[src/rtl/seg_arb_pkg.sv]
// Shared types and constants for the segment-display arbiter.
package seg_arb_pkg;

    localparam int DIGIT_W      = 4;
    localparam int REQ_W        = 16;
    localparam int NREQ_DEFAULT = 3;

    typedef enum logic {
        ST_IDLE = 1'b0,
        ST_OWN  = 1'b1
    } state_t;

    function automatic int max2(input int a, input int b);
        return (a > b) ? a : b;
    endfunction

endpackage

[src/rtl/seg_arbiter_rr_pick.sv]
// Combinational round-robin picker: scans from last+1 (mod NREQ) and returns the first requester found.
module rr_pick
    import seg_arb_pkg::*;
#(
    parameter int NREQ = NREQ_DEFAULT
) (
    input  logic [NREQ-1:0] req,
    input  logic [1:0]      last,
    output logic [1:0]      pick,
    output logic            valid
);

    // Scan from farthest to nearest so the nearest hit after 'last' overwrites the others.
    always_comb begin
        pick  = 2'd0;
        valid = 1'b0;
        for (int k = NREQ; k >= 1; k--) begin
            int  idx;
            logic hit;
            idx   = (int'(last) + k) % NREQ;
            hit   = |(req & (NREQ'(1) << idx));
            pick  = hit ? 2'(idx) : pick;
            valid = valid | hit;
        end
    end

endmodule

[src/rtl/seg_arbiter.sv]
// Round-robin owner arbiter for a 4-digit BCD display with minimum dwell time.
// Optional owner preemption after MAX_HOLD cycles is enabled by defining SEG_ARB_TIMEOUT_EN.
module seg_arbiter
    import seg_arb_pkg::*;
#(
    parameter int NREQ      = NREQ_DEFAULT,
    parameter int MIN_DWELL = 50000,
    parameter int MAX_HOLD  = 2000000
) (
    input  logic                  clk,
    input  logic                  rst,
    input  logic [NREQ-1:0]       req,
    input  logic [REQ_W*NREQ-1:0] data,
    output logic [NREQ-1:0]       grant,
    output logic [DIGIT_W-1:0]    bcd0,
    output logic [DIGIT_W-1:0]    bcd1,
    output logic [DIGIT_W-1:0]    bcd2,
    output logic [DIGIT_W-1:0]    bcd3,
    output logic [1:0]            owner,
    output logic                  busy
);

    localparam int DWELL_MAX = max2(MIN_DWELL, MAX_HOLD);
    localparam int DWELL_W   = $clog2(DWELL_MAX + 1);
    localparam logic [DWELL_W-1:0] DWELL_SAT = DWELL_W'(DWELL_MAX);
    localparam logic [DWELL_W-1:0] MIN_REL   = DWELL_W'(MIN_DWELL - 1);

    state_t             state_q, state_d;
    logic [NREQ-1:0]    grant_q, grant_d;
    logic [1:0]         owner_q, owner_d;
    logic [DWELL_W-1:0] dwell_q, dwell_d;
    logic [REQ_W-1:0]   bcd_q, bcd_d;

    logic [1:0]       pick_s;
    logic             pick_valid_s;
    logic [NREQ-1:0]  own_mask_s;
    logic             own_req_s;
    logic             preempt_s;
    logic             release_s;
    logic [REQ_W-1:0] owner_data_s;
    logic [REQ_W-1:0] pick_data_s;

    rr_pick #(.NREQ(NREQ)) u_rr_pick (
        .req   (req),
        .last  (owner_q),
        .pick  (pick_s),
        .valid (pick_valid_s)
    );

    assign own_mask_s   = NREQ'(1) << owner_q;
    assign own_req_s    = |(req & own_mask_s);
    assign owner_data_s = data[REQ_W*int'(owner_q) +: REQ_W];
    assign pick_data_s  = data[REQ_W*int'(pick_s) +: REQ_W];

`ifdef SEG_ARB_TIMEOUT_EN
    localparam logic [DWELL_W-1:0] MAX_REL = DWELL_W'(MAX_HOLD - 1);
    logic rival_s;
    assign rival_s   = |(req & ~own_mask_s);
    assign preempt_s = rival_s && (dwell_q >= MAX_REL);
`else
    assign preempt_s = 1'b0;
`endif

    assign release_s = (!own_req_s && (dwell_q >= MIN_REL)) || preempt_s;

    // Next-state: arbitrate in IDLE, track dwell and refresh digits in OWN.
    always_comb begin
        state_d = state_q;
        grant_d = grant_q;
        owner_d = owner_q;
        dwell_d = dwell_q;
        bcd_d   = bcd_q;
        case (state_q)
            ST_IDLE: begin
                if (pick_valid_s) begin
                    state_d = ST_OWN;
                    grant_d = NREQ'(1) << pick_s;
                    owner_d = pick_s;
                    dwell_d = '0;
                    bcd_d   = pick_data_s;
                end else begin
                    grant_d = '0;
                end
            end
            ST_OWN: begin
                dwell_d = (dwell_q == DWELL_SAT) ? dwell_q : dwell_q + DWELL_W'(1);
                if (own_req_s) begin
                    bcd_d = owner_data_s;
                end else begin
                    bcd_d = bcd_q;
                end
                if (release_s) begin
                    state_d = ST_IDLE;
                    grant_d = '0;
                end else begin
                    grant_d = grant_q;
                end
            end
            default: begin
                state_d = ST_IDLE;
                grant_d = '0;
            end
        endcase
    end

    // State and output registers; reset hands the first arbitration to requester 0.
    always_ff @(posedge clk) begin
        if (rst) begin
            state_q <= ST_IDLE;
            grant_q <= '0;
            owner_q <= 2'(NREQ - 1);
            dwell_q <= '0;
            bcd_q   <= '0;
        end else begin
            state_q <= state_d;
            grant_q <= grant_d;
            owner_q <= owner_d;
            dwell_q <= dwell_d;
            bcd_q   <= bcd_d;
        end
    end

    assign grant = grant_q;
    assign owner = owner_q;
    assign busy  = (state_q == ST_OWN);
    assign bcd0  = bcd_q[3:0];
    assign bcd1  = bcd_q[7:4];
    assign bcd2  = bcd_q[11:8];
    assign bcd3  = bcd_q[15:12];

endmodule

[config.mk]
export PLATFORM = sky130hd
export DESIGN_NAME = seg_arbiter
export DESIGN_NICKNAME = d
export VERILOG_FILES = /design/src/rtl/seg_arb_pkg.sv /design/src/rtl/seg_arbiter_rr_pick.sv /design/src/rtl/seg_arbiter.sv
export SDC_FILE = /design/constraint.sdc
export NUM_CORES = 1
export LEC_CHECK = 0
export CORE_UTILIZATION = 45
export CTS_CLUSTER_SIZE = 16
export DETAILED_ROUTE_END_ITERATION = 7
export PLACE_DENSITY = 0.84
export SYNTH_ARGS = -nofsm -noshare
export SYNTH_HDL_FRONTEND = slang
export SYNTH_SLANG_ARGS = --single-unit
[constraint.sdc]
create_clock -name clk -period 2.69 [get_ports clk]
set_clock_uncertainty 0.15 [all_clocks]
set_input_delay 0.4035 -clock clk [delete_from_list [all_inputs] [get_ports clk]]
set_output_delay 0.4035 -clock clk [all_outputs]
set_load 0.01 [all_outputs]
* After elaboration in Yosys (flattened, before gate mapping) *
Cells that the tools add are included.
Widths: inputs -> output; s select.

operators by class
  add/sub/neg operators = 4
  div/mod/pow operators = 3
  $lt $le $gt $ge = 1
  equal/unequal tests = 5
  shift operators = 7
  muxes and demuxes = 15
  bitwise gates (word level) = 7
  reductions and logical operators = 9

operators by type and width
  kind                   count
  $mod 32x3->32 const B  3
  $shiftx 48x7->16       2
  $shl 1x32->3 const A   3
  $mux 21                2
  $pmux 21 s2            1
  $mux 16                2
  $pmux 16 s2            1
  $add 21x1->21 const B  1
  $eq 21x21->1 const B   1
  $ge 21x16->1 const B   1
  $and 3x3->3            4
  $reduce_or 3->1        4
  $add 2x2->3 const B    2
  $mux 2                 3
  $mux 3                 2
  $pmux 3 s2             1
  $reduce_and 2->1       3
  $shl 1x2->3 const A    2
  $ne 2x1->1 const B     2
  $ne 2x2->1 const B     2
  $add 2x1->3 const B    1
  $mux 1                 2
  $or 1x1->1             2
  $pmux 1 s2             1
  3 further kinds        3

storage, ports and cells
  register bits = 43
  input bits = 53
  output and inout port bits = 22
  word-level logic and storage cells = 56

* Longest topological paths before layout *
Gate-level depths: netlist of the first run.

  depth in word-level cells = 11
  gate-level depth with buffers = 12
  gate-level depth less buffers = 8

* By module *
Synthesis of the first run repeated with hierarchy kept, for this count alone.

second synthesis, totals
  cell total of the unflattened synthesis = 345
  area, all modules = 2,590.0 sq um

modules (own cells, without submodules)
  module       times used  cells an instance  area an instance (sq um)  sequential area each (sq um)
  seg_arbiter  1           313                2,357.3                   860.8
  rr_pick      1           32                 232.7                     0.0

* Least setup slack after synthesis of the first run *
Ideal clock, no wire load.

  path kind = register -> register
  from = reg owner_q[0] (netlist: owner[0])
  to = reg bcd_q[10]
  setup time = 132 ps
  arrival time = 2,734 ps
  data required time = 2,408 ps
  setup slack = -326 ps
  cell stages (with the launch flop) = 13
  path buffers = 4
  period minus slack after synthesis = 3,016 ps
  cells stage by stage = dfxtp_1 -> clkbuf_1 -> inv_1 -> ha_1 -> buf_6 -> a22o_1 -> o21a_1 -> or3_4 -> and4b_1 -> buf_2 -> buf_2 -> a22oi_1 -> a31oi_1

on the way
  word-level cells in the longest chain between the ends = 11
  elaborated cells on any way between the ends = 31
  those cells by class = 3 x add/sub; 3 x div; 2 x eq/ne; 6 x shift; 6 x mux; 6 x bitwise; 5 x reduce/logical

ends and longest elaborated chain
  item                      line                       source
  start: declaration        seg_arbiter.sv:30          logic [1:0] owner_q, owner_d;
  start signal: assignment  seg_arbiter.sv:111         owner_q <= 2'(NREQ - 1);
  start signal: assignment  seg_arbiter.sv:117         owner_q <= owner_d;
  $add 2x2->3               seg_arbiter_rr_pick.sv:20  idx = (int'(last) + k) % NREQ;
  $mod 32x3->32             seg_arbiter_rr_pick.sv:20
  $shl 1x32->3              seg_arbiter_rr_pick.sv:21  hit = |(req & (NREQ'(1) << idx));
  $and 3x3->3               seg_arbiter_rr_pick.sv:21
  $reduce_or 3->1           seg_arbiter_rr_pick.sv:21
  $mux 2 (3 in a row)       seg_arbiter_rr_pick.sv:22  pick = hit ? 2'(idx) : pick;
  $shiftx 48x7->16          seg_arbiter.sv:53          assign pick_data_s = data[REQ_W*int'(pick_s) +: REQ_W];
  $mux 16                   seg_arbiter.sv:75          if (pick_valid_s) begin
  $pmux 16 s2               seg_arbiter.sv:73          case (state_q)
  end signal: assignment    seg_arbiter.sv:113         bcd_q <= '0;
  end signal: assignment    seg_arbiter.sv:119         bcd_q <= bcd_d;
  end: declaration          seg_arbiter.sv:32          logic [REQ_W-1:0] bcd_q, bcd_d;

Several ways; a longest one is shown, not always the timed one. The select of a mux whose other input is x is not followed.
A chain may end at the register's enable or synchronous reset.

* Worst setup path in the final report of the first run *
  from = reg owner_q[1] (netlist: owner[1])
  to = reg bcd_q[11]

Same word-level chain as after synthesis.

==> results of run 1 <==
## routing by layer
| metal | vias to the layer above | wire, µm | track usage (%) |
|---|---|---|---|
| li1 | 1579 | - | - |
| met1 | 1565 | 3890 | 31.9 |
| met2 | 156 | 4320 | 42.7 |
| met3 | 35 | 624 | 5.07 |
| met4 | 0 | 347 | 14.1 |
| met5 | - | 0 | 0 |
## metrics by stage
step / setup slack, ps / cell area, µm² / hold slack, ps / std cells / total power, µW
2_1_floorplan: 6.47 / 2990 / 302 / 377 / 2430
3_3_place_gp: -20.5 / 3950 / 301 / 530 / 3280
3_5_place_dp: -47.6 / 3950 / 299 / 530 / 3370
4_1_cts: 62.4 / 4030 / 320 / 538 / 3790
5_1_grt: 9.87 / 4030 / 356 / 538 / 4060
6_report: 136 / 4030 / 318 / 538 / 3820
## critical path, stage by stage, from the launching register on
cell	delay (ps)
sky130_fd_sc_hd__dfxtp_2	380
sky130_fd_sc_hd__inv_1	90
sky130_fd_sc_hd__ha_1	310
sky130_fd_sc_hd__buf_4	180
sky130_fd_sc_hd__nand2b_1	140
sky130_fd_sc_hd__o2111ai_2	130
sky130_fd_sc_hd__a21oi_1	190
sky130_fd_sc_hd__buf_4	230
sky130_fd_sc_hd__o21ai_0	120
sky130_fd_sc_hd__a211o_1	340
sky130_fd_sc_hd__a31oi_1	210
## Yosys cell counts, types with 3 or more instances
library cell and instances:
sky130_fd_sc_hd__a21o_1 3, sky130_fd_sc_hd__dfxtp_1 43, sky130_fd_sc_hd__mux2_2 15, sky130_fd_sc_hd__a211o_1 18, sky130_fd_sc_hd__a22o_1 4, sky130_fd_sc_hd__nor3_1 4
sky130_fd_sc_hd__a22oi_1 16, sky130_fd_sc_hd__inv_1 11, sky130_fd_sc_hd__nand2_1 39, sky130_fd_sc_hd__nor2_1 37, sky130_fd_sc_hd__a31oi_1 18, sky130_fd_sc_hd__xnor2_1 15
sky130_fd_sc_hd__nand4_1 20, sky130_fd_sc_hd__or4_1 3, sky130_fd_sc_hd__clkbuf_1 21, sky130_fd_sc_hd__nand3_1 7, sky130_fd_sc_hd__ha_1 7, sky130_fd_sc_hd__buf_2 4
sky130_fd_sc_hd__nor2b_1 3, sky130_fd_sc_hd__nand2b_1 3, sky130_fd_sc_hd__a21oi_1 16, sky130_fd_sc_hd__buf_6 3, sky130_fd_sc_hd__a211oi_1 8, sky130_fd_sc_hd__o21ai_0 18
## flip-flops by register name, indices dropped and copies added (netlist names)
signal / count
busy: 1
bcd_q: 16
owner: 2
dwell_q: 21
grant: 3
## cell families (layout without fill, tap and decap cells)
family                   count (synthesis)  count (layout)  synth area share, %
AND/OR/NAND/NOR                        129             129                 21.0
AO/OA/AOI/OAI                          125             125                 30.0
flip-flops                              43              43                 29.0
buffers and inverters                   41             125                 6.16
multiplexers                            17              17                 6.37
XOR/XNOR                                15              15                 4.43
adder cells (fa/ha/maj)                  7               7                 2.95
## cells in the final DEF, fill, tap and decap left out, types with 3 or more instances in the layout
| master | count |
|---|---|
| sky130_fd_sc_hd__clkdlybuf4s50_1 | 74 |
| sky130_fd_sc_hd__dfxtp_1 | 41 |
| sky130_fd_sc_hd__nand2_1 | 39 |
| sky130_fd_sc_hd__nor2_1 | 36 |
| sky130_fd_sc_hd__buf_4 | 29 |
| sky130_fd_sc_hd__nand4_1 | 20 |
| sky130_fd_sc_hd__o21ai_0 | 18 |
| sky130_fd_sc_hd__a211o_1 | 18 |
| sky130_fd_sc_hd__a31oi_1 | 18 |
| sky130_fd_sc_hd__a21oi_1 | 16 |
| sky130_fd_sc_hd__a22oi_1 | 16 |
| sky130_fd_sc_hd__mux2_2 | 15 |
| sky130_fd_sc_hd__xnor2_1 | 15 |
| sky130_fd_sc_hd__inv_1 | 10 |
| sky130_fd_sc_hd__a211oi_1 | 8 |
| sky130_fd_sc_hd__nand3_1 | 7 |
| sky130_fd_sc_hd__ha_1 | 7 |
| sky130_fd_sc_hd__clkbuf_8 | 5 |
| sky130_fd_sc_hd__a22o_1 | 4 |
| sky130_fd_sc_hd__nor3_1 | 4 |
| sky130_fd_sc_hd__nor2b_1 | 3 |
| sky130_fd_sc_hd__nand2b_1 | 3 |
| sky130_fd_sc_hd__a21o_1 | 3 |
| sky130_fd_sc_hd__or4_1 | 3 |
| sky130_fd_sc_hd__buf_12 | 3 |
## how the worst max path moves through the flow
stage / depth (start not counted) / startpoint / to / slack [ps]
final: 10 / owner[1] / bcd_q[11] / 140
after global routing: 10 / owner[1] / bcd_q[11] / 10
after CTS: 10 / owner[1] / bcd_q[11] / 60
after detailed placement: 9 / req[2] / bcd_q[14] / -50
after global placement: 8 / req[2] / bcd_q[13] / -20
after floorplan: 12 / owner[0] / bcd_q[7] / 6
## where the power goes
| group | switching (µW) | total, µW | internal [µW] |
|---|---|---|---|
| clock | 232 | 414 | 182 |
| sequential | 81.6 | 831 | 749 |
| combinational | 1420 | 2580 | 1160 |
## cell type report
| class | instances | area [µm²] |
|---|---|---|
| tap | 77 | 96.3 |
| multi-input combinational | 293 | 1930 |
| clock buffer | 6 | 72.6 |
| clock inverter | 2 | 11.3 |
| fill | 540 | 2320 |
| inverter | 11 | 41.3 |
| sequential | 43 | 866 |
| timing repair buffer | 106 | 1020 |
==> results.txt, run 1 <==
----------------------------------------------------
[Cells and area]
  Number of diodes added for antenna fixing ... 0
  Number of nets in the layout ... 520
  Share of the core filled with cells in the final layout ... between 60% and 70%
  Fraction of final layout cells sized beyond drive strength 1 ... 14.3%
  Area delta synth->final ... 35.9%

[Routing]
  Routed via count divided by cell count ... 6.20
  Post-detailed-route count of antenna-violating nets ... 0
  Initial detailed-routing violation count ... 248
  Wire length per cell after detailed routing ... about 17 µm
  Remaining design rule violation count ... 0
  Length of the first detailed-routing pass in iterations ... 5
  DR vias ... 3335
  Drt total wl ... 9180 µm

[Power]
  Leakage power ... around 0.0014 µW
  Power density over cell area ... 948 nW/µm²
  Largest vdd supply drop ... 0.875 mV

[Clock tree]
  Longest Clk Path Bufs ... 2
  Clk_lat worst skew ... approximately 300 ps
  Post_cts resized ... 0
  Clock tree from TritonCTS ... done
  Cell chosen for the clock root ... sky130_fd_sc_hd__clkbuf_8
  TritonCTS buffer count ... 5
  H-tree depth ... 2
  Clock transition time at the flip-flop clock pins of the worst setup and hold paths ... 80 ps
  Hold buffers post-CTS ... 0
  Number of buffers inserted by post-CTS setup repair ... 0
  Number of clock sinks seen by CTS ... 43

[Setup path]
  Crit path arrival time ... 2620 ps
  Worst Path Max Fanout ... 16
  Setup slack on the worst flop-to-flop path ... 140 ps
  Worst reg-to-reg path cell count ... 10
  Reg-to-reg critical path startpoint ... owner[1]
  Data required, critical path ... 2760 ps
  Critical path capture point type ... flop
  Endpoint of the most critical register-to-register path ... bcd_q[11]
  Worst setup path class ... flop to flop
  Startpoint kind of the worst setup timing path ... flop

[STA]
  Number of hold-slack violations in the final timing report ... 0
  Share of the cycle needed by the critical path after routing ... 94.9%
  Number of max-slew violations in the final report ... 0
  Post-Route Setup TNS ... 0 ps
  Tightest Pin Transition ... 546 ps
  Maximum clock frequency ... 392 MHz
  RSZ-0062 raised after global routing ... no
  Count of final setup violators ... 0
  Worst slew margin relative to its limit ... 62.6%
  Final critical delay including setup and external delays ... 2550 ps

[Synthesis]
  Synth Net Count ... roughly 440
  Post-Synthesis Mean Instance Area ... slightly below 8 µm²
  Most used DFF post-synth ... sky130_fd_sc_hd__dfxtp_1
  Top cells by area in the synthesized netlist ... sky130_fd_sc_hd__dfxtp_1, sky130_fd_sc_hd__mux2_2, sky130_fd_sc_hd__a211o_1
  Combined area of all synthesized cells ... 2970 µm²
  Post-synth EDFFs ... 0
  Post-synth ARST share ... 0%
  Top-area cell type share of the netlist area ... between 20 and 30%
  Cell count after synthesis ... 377
  Count of unique library cells instantiated by Yosys ... between 50 and 60
  Cell accounting for the most synthesized area ... sky130_fd_sc_hd__dfxtp_1
  Fraction of the yosys area taken by sequential cells ... 29.0%
  Number of register bits inferred by synthesis ... 43
  Number of warnings issued by yosys ... 0

[Min path]
  Number of cells on the worst hold path ... 1
  Terminating pin of the worst hold path ... grant[2]
  Worst Min Path Start ... grant[2]
  Worst min-delay path class ... flop to flop

[Placed design]
  Number of buffers added on ports ... 74
  GPL Wtd Cong ... 0.961
  Detailed Place HPWL ... 6670 µm

[Floorplan]
  Number of placement rows ... 29
  Core Region ... ~6300 µm²
  Die ar. ... 6920 µm²
  DIE WIDTH ... 83.2 µm
  Effective utilization at floorplan ... around 47%
  Die height ... 83.2 µm
  Number of primary I/O pins ... 75

[Global route]
  Number of global-route vias before repair ... about 3200
  Number of antenna violations at the first check in global routing ... 0
  Total congestion overflow ... 0
  Overall track demand over capacity in global routing ... around a quarter
  Pin count of the biggest net entering global routing ... 33
  First-pass GRT wire length ... around 15000 µm

[Status]
  Status ... finished clean

[Flow run]
  Max-cap check violation count ... 0

----------------------------------------------------
Note: power is estimated with default switching activity, not from simulation.
==> run 2: changes to the inputs <==
--- a/config.mk
+++ b/config.mk
@@ -12,3 +12,4 @@
 export SYNTH_ARGS = -nofsm -noshare
 export SYNTH_HDL_FRONTEND = slang
 export SYNTH_SLANG_ARGS = --single-unit
+export TNS_END_PERCENT = 5
==> results of run 2 <==
Final layout, timing and power as in run 1 (identical DEF).
==> run 3: changes to the inputs <==
--- a/config.mk
+++ b/config.mk
@@ -5,11 +5,13 @@
 export SDC_FILE = /design/constraint.sdc
 export NUM_CORES = 1
 export LEC_CHECK = 0
-export CORE_UTILIZATION = 45
+export CORE_UTILIZATION = 43
 export CTS_CLUSTER_SIZE = 16
 export DETAILED_ROUTE_END_ITERATION = 7
-export PLACE_DENSITY = 0.84
+export HOLD_SLACK_MARGIN = 0.12
+export PLACE_DENSITY = 0.83
 export SYNTH_ARGS = -nofsm -noshare
 export SYNTH_HDL_FRONTEND = slang
+export SYNTH_HIERARCHICAL = 1
 export SYNTH_SLANG_ARGS = --single-unit
 export TNS_END_PERCENT = 5
==> run 3 against run 2 <==
The flow now finishes with violations (setup timing). Synthesized cell count shrank 8.5%. Maximum frequency is 5.9% lower. Critical endpoint is now bcd_q[7]. Die area shrank 8.4%. Non-clock buffer count shrank 5. Design area shrank 5.3%. Clock-buffer cell count is 1 lower. Total power is 6.7% lower. Utilization rose by 4.2 points.
==> results.txt, run 3 <==
----------------------------------------------------
[STA]
  RSZ-0062 raised after global routing ... yes
  Number of max-slew violations in the final report ... 0 (unchanged)
  Count of final setup violators ... 3 (+3)
  Tightest Pin Transition ... 490 ps (-56.7 ps)
  Maximum clock frequency ... 368 MHz (-5.9%)
  Worst slew margin relative to its limit ... 67.4% (+4.7 points)
  Hold slack final ... 315 ps (-3.59 ps)
  Min setup slack post-route ... -23.8 ps (-160 ps)
  Share of the cycle needed by the critical path after routing ... 101% (+6.0 points)
  Post-Route Setup TNS ... -43.4 ps (-43.4 ps)
  Number of hold-slack violations in the final timing report ... 0 (unchanged)
  Final critical delay including setup and external delays ... 2710 ps (+160 ps)

[Cells and area]
  Fraction of final layout cells sized beyond drive strength 1 ... 16.4% (+2.1 points)
  Final cell count without fillers ... 505 (-6.1%)
  Number of nets in the layout ... 491 (-5.6%)
  Register bank with the most flops ... dwell_q
  Fillers ... 437 (-19%)
  Number of flip-flops in the largest register ... 21 (unchanged)
  Area delta synth->final ... 47.4%
  Most frequent standard cell in the layout excluding fill and tap cells ... sky130_fd_sc_hd__clkdlybuf4s50_1
  Number of diodes added for antenna fixing ... 0 (unchanged)
  Highest-count cells in the layout ignoring fill and taps ... sky130_fd_sc_hd__clkdlybuf4s50_1, sky130_fd_sc_hd__nand2_1, sky130_fd_sc_hd__dfxtp_1, sky130_fd_sc_hd__nor2_1, sky130_fd_sc_hd__a21oi_1
  Final cell area excluding filler cells ... 3820 µm² (-5.3%)

[Routing]
  DR vias ... 2953 (-11%)
  Initial detailed-routing violation count ... 227 (-8.5%)
  Wire length per cell after detailed routing ... 15.7 µm (-7.8%)
  Post-detailed-route count of antenna-violating nets ... 0 (unchanged)
  Drt total wl ... 7940 µm (-13%)
  Length of the first detailed-routing pass in iterations ... 4 (-1)
  Remaining design rule violation count ... 0 (unchanged)
  Routed via count divided by cell count ... 5.85 (-5.7%)

[Synthesis]
  Synth Net Count ... 404 (-7.6%)
  Most frequently used cell type in the post-synthesis netlist ... sky130_fd_sc_hd__nand2_1
  Top cells by area in the synthesized netlist ... sky130_fd_sc_hd__dfxtp_1, sky130_fd_sc_hd__nand2_1, sky130_fd_sc_hd__a21oi_1
  Post-synth ARST share ... 0% (unchanged)
  Cell count after synthesis ... 345 (-8.5%)
  Cell accounting for the most synthesized area ... sky130_fd_sc_hd__dfxtp_1
  Post-synth EDFFs ... 0 (unchanged)
  Top-area cell type share of the netlist area ... 33.2% (+4.2 points)
  Most used DFF post-synth ... sky130_fd_sc_hd__dfxtp_1
  Post-Synthesis Mean Instance Area ... 7.51 µm² (-4.6%)
  Top cells by count, synth ... sky130_fd_sc_hd__nand2_1, sky130_fd_sc_hd__dfxtp_1, sky130_fd_sc_hd__nor2_1, sky130_fd_sc_hd__a21oi_1
  Number of register bits inferred by synthesis ... 43 (unchanged)
  Combined area of all synthesized cells ... 2590 µm² (-13%)
  Count of unique library cells instantiated by Yosys ... 51 (-8.9%)
  Number of warnings issued by yosys ... 6 (+6)
  Fraction of the yosys area taken by sequential cells ... 33.2% (+4.2 points)

[Floorplan]
  Die ar. ... 6340 µm² (-8.4%)
  DIE WIDTH ... 79.6 µm (-4.3%)
  Die height ... 79.6 µm (-4.3%)
  Number of placement rows ... 27 (-6.9%)
  Number of primary I/O pins ... 75 (unchanged)
  Core Region ... 5640 µm² (-11%)
  Effective utilization at floorplan ... 45.9% (-0.81 points)

[Flow run]
  Max-cap check violation count ... 0 (unchanged)

[Clock tree]
  Number of clock sinks seen by CTS ... 43 (unchanged)
  Clock transition time at the flip-flop clock pins of the worst setup and hold paths ... 100 ps (+20 ps)
  Clk_lat worst skew ... 310 ps (about the same)
  Longest Clk Path Bufs ... 2 (unchanged)
  Clock tree from TritonCTS ... done
  H-tree depth ... 2 (unchanged)
  Cell chosen for the clock root ... sky130_fd_sc_hd__clkbuf_8
  TritonCTS buffer count ... 5 (unchanged)

[Placed design]
  Post-Place Setup Slack ... -344 ps (-297 ps)
  Post-placement cell count ... 492 (-7.2%)
  Number of buffers added on ports ... 74 (unchanged)
  GPL Wtd Cong ... 0.817 (-15%)
  Post-detailed-placement cell area ... 3530 µm² (-10%)
  Detailed Place HPWL ... 5220 µm (-22%)

[Power]
  Relative contribution of combinational cells to total power ... 63.4% (-4.0 points)
  Power density over cell area ... 934 nW/µm² (-1.5%)
  Clock group share of total power ... 12.1% (+1.3 points)
  Leakage power ... 0.00137 µW (-3.6%)
  Net switching power ... 1530 µW (-12%)
  Net switching share of the total power ... 42.8% (-2.6 points)
  Register share of total power ... 24.5% (+2.8 points)
  Internal Dissipation ... 2040 µW (-2.4%)
  Largest vdd supply drop ... 0.624 mV (-29%)

[Min path]
  Worst min-delay path class ... flop to flop

[Setup path]
  Data required, critical path ... 2760 ps (about the same)
  Startpoint kind of the worst setup timing path ... input port
  Worst setup path class ... input port to flop
  Critical path capture point type ... flop
  Cell breakdown of the critical path ... clkdlybuf4s50_1, buf_4, inv_1, a41o_1, a32oi_1, nand3_2, mux2i_4, clkbuf_16, nand2_1, a21oi_1, a31oi_1, a211oi_1
  Worst Path Max Fanout ... 7 (-9)
  Slowest cell on the critical path ... sky130_fd_sc_hd__clkdlybuf4s50_1
  Crit path arrival time ... 2780 ps (+160 ps)
  Peak per-stage delay on the critical path ... 520 ps (+140 ps)

[Global route]
  Overall track demand over capacity in global routing ... 24.1% (-1.9 points)
  Total congestion overflow ... 0 (unchanged)
  Number of global-route vias before repair ... 2656 (-18%)
  Number of antenna violations at the first check in global routing ... 0 (unchanged)
  First-pass GRT wire length ... 12200 µm (-17%)
  Pin count of the biggest net entering global routing ... 46 (+39%)

[Status]
  Status ... finished with violations
  Violations in the final reports ... setup timing

----------------------------------------------------
-- run 3: changes by cell type after synthesis, moves of 15 or more --
cell                      before  now
sky130_fd_sc_hd__nand2_1      39   56
sky130_fd_sc_hd__xnor2_1      15    0
sky130_fd_sc_hd__nand4_1      20    5
sky130_fd_sc_hd__a21oi_1      16   33
sky130_fd_sc_hd__a211o_1      18    1
sky130_fd_sc_hd__a22oi_1      16    1
-- run 3: critical path, delay by kind of cell --
kind	cells	cell delay, ps
mux	1	330
compound gates	5	890
buf+inv	4	930
simple gates	2	240
-- run 3: final timing paths --
| path | slack, ps | cells past startpoint | startpoint | end |
|---|---|---|---|---|
| setup / recovery | -20 | 12 | req[0] | bcd_q[7] |
| hold / removal | 310 | 2 | grant[0] | grant[0] |
| setup reg to reg | -20 | 12 | owner[1] | bcd_q[7] |
| hold reg to reg | 310 | 2 | grant[0] | grant[0] |
-- run 3: repair_timing --
item / in CTS / in global routing
pin swaps: 0 / 20
hold buffers: 0 / 0
cloned: 0 / 4
resized for setup: 1 / 26
endpoints found under the setup margin: 16 / 16
buffers inserted: 0 / 1
-- run 3: area by class of cell --
type                    instances  area (µm²)  share of cell area [%]
flip-flops and latches         43         868                    22.7
clock inverters                 3        23.8                   0.623
well taps                      72        90.1                    2.36
multi-input cells             272        1720                    45.1
inverters                       9        36.3                   0.951
clock buffers                   5        68.8                    1.80
repair buffers                101        1010                    26.5
-- run 3: cell families (layout without fill, tap and decap cells) --
kind of cell	count (synthesis)	count (layout)	share of synthesized area, %
AND/OR/NAND/NOR	153	153	29.9
adder cells (fa/ha/maj)	6	6	2.90
flip-flops	43	43	33.2
buffers and inverters	31	118	4.88
AO/OA/AOI/OAI	101	101	24.5
multiplexers	11	12	4.59
-- run 3: per-stage QoR --
step | total power, µW | utilization, %
2_1_floorplan | 1960 | -
3_3_place_gp | 2670 | 62.6
3_5_place_dp | 2710 | 62.6
4_1_cts | 3160 | 64.3
5_1_grt | 3800 | 67.7
6_report | 3570 | 67.7
-- run 3: power by group through the flow --
stage	Sequential (µW)	Clock (µW)	Combinational [µW]
3_5_place_dp	870	0	1840
6_report	874	431	2260
3_3_place_gp	867	0	1800
5_1_grt	892	462	2440
2_1_floorplan	921	0	1040
4_1_cts	857	434	1870
-- run 3: per-layer routing --
layer | up-vias | GRT usage (%) | part of all wire (%)
met5 | - | 0 | 0
met4 | 0 | 5.09 | 1.2
met3 | 11 | 7.20 | 7.1
met2 | 103 | 41.9 | 50
met1 | 1395 | 29.1 | 42
li1 | 1444 | - | -
